==> config.mk <==
export PLATFORM = sky130hd
export DESIGN_NAME = apb_timer_slave_flat
export DESIGN_NICKNAME = d
export VERILOG_FILES = /design/src/rtl/apb_timer_pkg.sv /design/src/rtl/apb_timer_slave_if.sv /design/src/rtl/apb_timer_core.sv /design/src/rtl/apb_timer_slave.sv /design/src/flat_wrapper.sv
export SDC_FILE = /design/constraint.sdc
export NUM_CORES = 1
export LEC_CHECK = 0
export ABC_CLOCK_PERIOD_IN_PS = 2500
export BUFFER_PORTS_ARGS = -buffer_cell sky130_fd_sc_hd__buf_4
export CAP_MARGIN = 20
export CELL_PAD_IN_SITES_DETAIL_PLACEMENT = 0
export CELL_PAD_IN_SITES_GLOBAL_PLACEMENT = 1
export CORE_UTILIZATION = 39
export DETAILED_ROUTE_END_ITERATION = 12
export MAX_ROUTING_LAYER = met4
export PLACE_DENSITY_LB_ADDON = 0.1
export SETUP_SLACK_MARGIN = 0.3
export SYNTH_ARGS = -nofsm -noshare
export SYNTH_HDL_FRONTEND = slang
export SYNTH_SLANG_ARGS = --single-unit
==> constraint.sdc <==
create_clock -name Hclk -period 2.5 [get_ports Hclk]
set_input_delay 0.125 -clock Hclk [delete_from_list [all_inputs] [get_ports Hclk]]
set_output_delay 0.125 -clock Hclk [all_outputs]
set_load 0.02 [all_outputs]
==> src/rtl/apb_timer_pkg.sv <==
// Shared constants for the APB timer slave: register byte offsets and CTRL field positions.
package apb_timer_pkg;

    localparam logic [4:0] ADDR_CTRL    = 5'h00;
    localparam logic [4:0] ADDR_LOAD    = 5'h04;
    localparam logic [4:0] ADDR_COUNT   = 5'h08;
    localparam logic [4:0] ADDR_STATUS  = 5'h0C;
    localparam logic [4:0] ADDR_SCRATCH = 5'h10;

    localparam int CTRL_EN  = 0;
    localparam int CTRL_AR  = 1;
    localparam int CTRL_IE  = 2;
    localparam int CTRL_PSC = 3;

endpackage

==> src/rtl/apb_timer_slave_if.sv <==
// APB signals between the bridge and one timer slave.
interface apb_timer_slave_if;

    logic        Penable;
    logic        Pwrite;
    logic [2:0]  Pselx;
    logic [31:0] Paddr;
    logic [31:0] Pwdata;
    logic [31:0] Prdata;

    modport master (output Penable, Pwrite, Pselx, Paddr, Pwdata, input Prdata);
    modport slave  (input Penable, Pwrite, Pselx, Paddr, Pwdata, output Prdata);

endinterface

==> src/rtl/apb_timer_core.sv <==
// Prescaler, down-counter and expiry detection; register decode lives in the top level.
module apb_timer_core #(
    parameter int PSC_W = 8
) (
    input  logic             Hclk,
    input  logic             Hresetn,
    input  logic             en_i,
    input  logic             auto_reload_i,
    input  logic [PSC_W-1:0] psc_i,
    input  logic [31:0]      reload_i,
    input  logic             load_i,
    input  logic [31:0]      load_val_i,
    input  logic             start_i,
    output logic [31:0]      count_o,
    output logic             expire_o,
    output logic             stop_o
);

    logic [PSC_W-1:0] pcnt_q, pcnt_d;
    logic [31:0]      count_q, count_d;
    logic             tick;

    assign tick    = en_i && (pcnt_q == psc_i);
    assign count_o = count_q;

    always_comb begin
        pcnt_d   = pcnt_q;
        count_d  = count_q;
        expire_o = 1'b0;
        stop_o   = 1'b0;

        if (!en_i || start_i || tick) pcnt_d = '0;
        else                          pcnt_d = pcnt_q + 1'b1;

        // A software load restarts the period and swallows any coincident tick.
        if (load_i) begin
            count_d = load_val_i;
            pcnt_d  = '0;
        end else if (tick) begin
            if (count_q != 32'd0) begin
                count_d = count_q - 32'd1;
            end else begin
                expire_o = 1'b1;
                if (auto_reload_i) count_d = reload_i;
                else               stop_o  = 1'b1;
            end
        end
    end

    always_ff @(posedge Hclk or negedge Hresetn) begin
        if (!Hresetn) begin
            pcnt_q  <= '0;
            count_q <= '0;
        end else begin
            pcnt_q  <= pcnt_d;
            count_q <= count_d;
        end
    end

endmodule

==> src/rtl/apb_timer_slave.sv <==
// APB-mapped down-counting timer with prescaler, reload, sticky expiry, level irq and a scratch register.
module apb_timer_slave
    import apb_timer_pkg::*;
#(
    parameter int SEL_IDX = 0,
    parameter int PSC_W   = 8
) (
    input  logic              Hclk,
    input  logic              Hresetn,
    apb_timer_slave_if.slave  bus,
    output logic              irq
);

    logic             sel, wr;
    logic [4:0]       off;
    logic             wr_ctrl, wr_load, wr_status, wr_scratch;
    logic             en_q, en_d, ar_q, ar_d, ie_q, ie_d;
    logic [PSC_W-1:0] psc_q, psc_d;
    logic [31:0]      load_q, load_d, scratch_q, scratch_d;
    logic             expired_q, expired_d, irq_q, irq_d;
    logic             start, expire, stop;
    logic [31:0]      count, ctrl_rd, rdata;
    logic             unused_ok;

    assign sel = bus.Pselx[SEL_IDX];
    assign wr  = sel && bus.Penable && bus.Pwrite;
    assign off = {bus.Paddr[4:2], 2'b00};

    assign wr_ctrl    = wr && (off == ADDR_CTRL);
    assign wr_load    = wr && (off == ADDR_LOAD);
    assign wr_status  = wr && (off == ADDR_STATUS);
    assign wr_scratch = wr && (off == ADDR_SCRATCH);

    assign start     = wr_ctrl && bus.Pwdata[CTRL_EN] && !en_q;
    assign unused_ok = ^{bus.Paddr[31:5], bus.Paddr[1:0]};

    apb_timer_core #(.PSC_W(PSC_W)) u_core (
        .Hclk          (Hclk),
        .Hresetn       (Hresetn),
        .en_i          (en_q),
        .auto_reload_i (ar_q),
        .psc_i         (psc_q),
        .reload_i      (load_q),
        .load_i        (wr_load),
        .load_val_i    (bus.Pwdata),
        .start_i       (start),
        .count_o       (count),
        .expire_o      (expire),
        .stop_o        (stop)
    );

    always_comb begin
        en_d      = en_q;
        ar_d      = ar_q;
        ie_d      = ie_q;
        psc_d     = psc_q;
        load_d    = load_q;
        scratch_d = scratch_q;
        expired_d = expired_q;

        // Software CTRL write beats the one-shot auto-clear of en.
        if (wr_ctrl) begin
            en_d  = bus.Pwdata[CTRL_EN];
            ar_d  = bus.Pwdata[CTRL_AR];
            ie_d  = bus.Pwdata[CTRL_IE];
            psc_d = bus.Pwdata[CTRL_PSC +: PSC_W];
        end else if (stop) begin
            en_d  = 1'b0;
        end
        if (wr_load)    load_d    = bus.Pwdata;
        if (wr_scratch) scratch_d = bus.Pwdata;

        // A fresh expiry beats a W1C in the same cycle.
        if (expire)                         expired_d = 1'b1;
        else if (wr_status && bus.Pwdata[0]) expired_d = 1'b0;

        irq_d = expired_d && ie_d;
    end

    always_ff @(posedge Hclk or negedge Hresetn) begin
        if (!Hresetn) begin
            en_q      <= 1'b0;
            ar_q      <= 1'b0;
            ie_q      <= 1'b0;
            psc_q     <= '0;
            load_q    <= '0;
            scratch_q <= '0;
            expired_q <= 1'b0;
            irq_q     <= 1'b0;
        end else begin
            en_q      <= en_d;
            ar_q      <= ar_d;
            ie_q      <= ie_d;
            psc_q     <= psc_d;
            load_q    <= load_d;
            scratch_q <= scratch_d;
            expired_q <= expired_d;
            irq_q     <= irq_d;
        end
    end

    assign irq = irq_q;

    always_comb begin
        ctrl_rd                       = '0;
        ctrl_rd[CTRL_EN]              = en_q;
        ctrl_rd[CTRL_AR]              = ar_q;
        ctrl_rd[CTRL_IE]              = ie_q;
        ctrl_rd[CTRL_PSC +: PSC_W]    = psc_q;
    end

    always_comb begin
        rdata = '0;
        if (sel && !bus.Pwrite) begin
            case (off)
                ADDR_CTRL:    rdata = ctrl_rd;
                ADDR_LOAD:    rdata = load_q;
                ADDR_COUNT:   rdata = count;
                ADDR_STATUS:  rdata = {31'd0, expired_q};
                ADDR_SCRATCH: rdata = scratch_q;
                default:      rdata = '0;
            endcase
        end
    end

    assign bus.Prdata = rdata;

endmodule

==> src/flat_wrapper.sv <==
// flat-port wrapper written by rule: the top's interface ports become plain ports
module apb_timer_slave_flat import apb_timer_pkg::*;
#(
    parameter int SEL_IDX = 0,
    parameter int PSC_W   = 8
)
  (Hclk, Hresetn, irq, bus_Penable, bus_Pwrite, bus_Pselx, bus_Paddr, bus_Pwdata, bus_Prdata);
  apb_timer_slave_if bus_i ();
  input  logic Hclk;
  input  logic Hresetn;
  output logic irq;
  input wire logic [$bits(bus_i.Penable)-1:0] bus_Penable;
  input wire logic [$bits(bus_i.Pwrite)-1:0] bus_Pwrite;
  input wire logic [$bits(bus_i.Pselx)-1:0] bus_Pselx;
  input wire logic [$bits(bus_i.Paddr)-1:0] bus_Paddr;
  input wire logic [$bits(bus_i.Pwdata)-1:0] bus_Pwdata;
  output wire logic [$bits(bus_i.Prdata)-1:0] bus_Prdata;
  assign bus_i.Penable = bus_Penable;
  assign bus_i.Pwrite = bus_Pwrite;
  assign bus_i.Pselx = bus_Pselx;
  assign bus_i.Paddr = bus_Paddr;
  assign bus_i.Pwdata = bus_Pwdata;
  assign bus_Prdata = bus_i.Prdata;
  apb_timer_slave #(.SEL_IDX(SEL_IDX), .PSC_W(PSC_W)) u_core (.Hclk(Hclk), .Hresetn(Hresetn), .bus(bus_i), .irq(irq));
endmodule
==> flow_summary_export.csv <==
group,metric,value,unit
timing,fin_setup_tns,0,ps
synthesis,synthSimpleGateAreaFrac,21.77,%
timing,setup_viol,0,
final_layout,finalNetCount,987,
power,power.leakage,4.165,nW
synthesis,syn_inst,760,
synthesis,synth_cell_types,66,
timing,finClkSkew,6.411,ps
synthesis,synth.mux.area_fraction,10.33,%
synthesis,syn_area,0.006689,sq mm
placed_design,io_buffers,72,
worst_setup_path,critPathArrivalTime,2610,ps
final_layout,drive_above_1_share,31.97,%
global_routing,grt_pass1_vias,6538,
worst_setup_path,required,2810,ps
power,p_per_area,746.9,mW/mm^2
status,status,"finished clean",
final_layout,final_cells,1146,
synthesis,yosysMostFrequentCell,"dfrtp_1",
synthesis,syn_area_per_cell,8.801,sq um
global_routing,grt_util_all_layers,27.33,%
global_routing,antenna_found_initial,0,
synthesis,yosysTopAreaCell,"dfrtp_1",
final_layout,fill_cells,1545,
global_routing,grt_first_pass_wirelength,35940,microns
synthesis,synth_compound_area_share,16.93,%
clocking,clockRootBuffer,"clkbuf_16",
placed_design,gp_congestion,0.8536,
timing,rsz0062_at_grt,"true",
clocking,clk_pin_slew_worst_paths,60,ps
synthesis,synthXorXnorAreaFrac,2.881,%
floorplanning,core_area,0.01664,sq mm
route,wire_per_inst,19.81,microns
clocking,cts_tree,"built",
worst_setup_path,crit_path_start_kind,"flip-flop",
final_layout,ff_latch_area,0.002932,sq mm
synthesis,synth-adder-area-share,0.5612,%
synthesis,ys.flop_type,"dfrtp_1",
placed_design,hpwl,15160,microns
route,totalWireLength,22710,microns
timing,min_period,2296,ps
route,drc_errors,0,
floorplanning,die_x,133.0,microns
route,vias_per_cell,5.578,
placed_design,placed_cells,1066,
clocking,cts_buffers,17,
floorplanning,start_util,40.19,%
synthesis,ys_ff_latch,117,
synthesis,synth_top_cell_area_share,43.77,%
synthesis,synth_nets,834,
timing,finalCritPeriodShare,91.84,%
route,drt_iter0_drc,398,
synthesis,synth_top_family_by_area,"simple AND/OR/NAND/NOR gates",
synthesis,synth_edf_count,0,
power,ir_worst_vdd,0.5373,mV
route,firstDrtPassIters,5,
timing,slew_violations,0,
route,num_vias,6392,
floorplanning,die_h,133.0,microns
flow_run,drv_cap,0,
clocking,clock_path_buffers,2,
clocking,worstSkewPairLatency,430,ps
worst_setup_path,path_class,"reg -> reg",
synthesis,synth_seq_area_share,43.77,%
synthesis,synth_warnings,0,
timing,slew_headroom,61.11,%
worst_setup_path,cp-end-kind,"flip-flop",
timing,worst_pin_slew,581.9,ps
floorplanning,rows,47,
final_layout,area_growth,38.12,%
hold_path,hold_path.class,"in -> reg",
worst_setup_path,crit_path_max_fanout,4,
global_routing,overflow,0,
clocking,clock-sinks,117,
timing,finalHoldViolCount,0,
final_layout,multi_input_area,0.003780,sq mm
floorplanning,ios,104,
clocking,htreeDepth,4,
floorplanning,die-area,0.01768,sq mm
synthesis,synth_commonest_cells,"dfrtp_1, nand2_1, nor2_1",
timing,fmax,435.5,MHz
final_layout,antenna_cells,0,
synthesis,synth_area_leaders,"dfrtp_1, mux2_2, nand2_1",
route,detail-route-antenna-nets,0,
global_routing,grt_max_degree,52,
synthesis,async_flop_share,100.0,%
what timing repair did:
action | CTS | global route
resized for setup | 14 | 63
setup endpoints to repair | 29 | 34
pin swaps | 4 | 29
cloned | 0 | 2
buffers inserted | 4 | 9
hold endpoints to repair | 129 | 0
hold buffers | 33 | 0
worst paths after layout:
| check | start | endpoint | slack (ps) | cells after the start |
|---|---|---|---|---|
| setup / recovery | u_core.u_core.count_o[3] | u_core.u_core.count_o[27] | 200 | 6 |
| hold / removal | bus_Paddr[2] | u_core.expired_q | 210 | 4 |
| min in group asynchronous | Hresetn | u_core.en_q | 230 | 2 |
| setup reg to reg | u_core.u_core.count_o[3] | u_core.u_core.count_o[27] | 200 | 6 |
| hold reg to reg | u_core.load_q[11] | u_core.load_q[11] | 490 | 2 |
| max in group asynchronous | Hresetn | u_core.u_core.count_o[16] | 1440 | 3 |
layout by cell type, fill, tap and decap left out, types with 4 or more instances in the layout:
cell type	count
a211oi_1	4
a21oi_1	61
a21oi_2	8
a22oi_1	22
a2bb2oi_1	6
a31oi_1	8
and3_1	7
buf_12	4
buf_4	142
buf_6	5
buf_8	6
clkbuf_1	5
clkbuf_16	18
dfrtp_1	114
dlygate4sd3_1	33
inv_1	5
mux2_2	46
mux2i_1	15
nand2_1	113
nand3_1	18
nand4_1	7
nor2_1	102
nor2_2	4
nor3_1	10
nor3_2	4
nor4_1	5
nor4_2	4
o211ai_1	6
o21ai_0	8
o21ai_1	15
xnor2_1	8
xor2_1	14
sequential cells by signal, indices dropped and copies added (netlist names):
name	cells
u_core.load_q	32
u_core.scratch_q	32
u_core.u_core.count_o	32
u_core.psc_q	8
u_core.u_core.pcnt_q	8
u_core.ar_q	1
u_core.en_q	1
u_core.expired_q	1
u_core.ie_q	1
u_core.irq	1
per-stage QoR:
stage	hold slack [ps]	power [W]	worst slack (ps)	utilization, %	cell area (sq um)
3_3_place_gp	140.8	0.004203	185.9	47.46	7899
3_5_place_dp	149.4	0.004251	141.1	47.46	7899
6_report	207.6	0.006901	204.0	55.51	9239
4_1_cts	192.6	0.006823	201.5	53.49	8902
5_1_grt	246.0	0.007239	115.6	55.51	9239
2_1_floorplan	-170.6	0.003536	45.95	-	6779
routing by layer:
layer / global-route usage [%] / routed length (microns)
met5: - / 0
met4: 7.918 / 296
met3: 4.253 / 895
met2: 42.00 / 10560
met1: 37.16 / 10950
cells by family (layout without fill, tap and decap cells):
| logic type | count (synthesis) | in the layout |
|---|---|---|
| DFF | 117 | 117 |
| xor gates and xnor gates | 22 | 22 |
| buffers and inverters | 62 | 228 |
| and+or+nand+nor | 318 | 318 |
| AOI/OAI and AO/OA | 176 | 176 |
| muxes | 62 | 62 |
| adders and majority gates | 3 | 3 |
power breakdown:
group / leakage (nW) / internal (W) / switching (W) / total (W)
Sequential: 1.50 / 0.00228 / 0.000374 / 0.00265
Combinational: 2.39 / 0.000870 / 0.000900 / 0.00177
Clock: 0.277 / 0.00159 / 0.000890 / 0.00248
worst max-delay path, cell delays in order (launching register included):
cell	delay (ps)
dfrtp_1	410
or4_4	550
or2_4	260
or4b_4	520
o22a_1	190
o32ai_2	190
nor2_1	60
final cells by class:
class	count	area share, %
Multi-Input combinational cell	581	40.91
Clock buffer	23	4.957
Tap cell	220	2.979
Clock inverter	9	1.381
Sequential cell	117	31.73
Inverter	5	0.2031
Timing Repair Buffer	191	17.84
No activity file was read; power rests on OpenSTA's default activity.
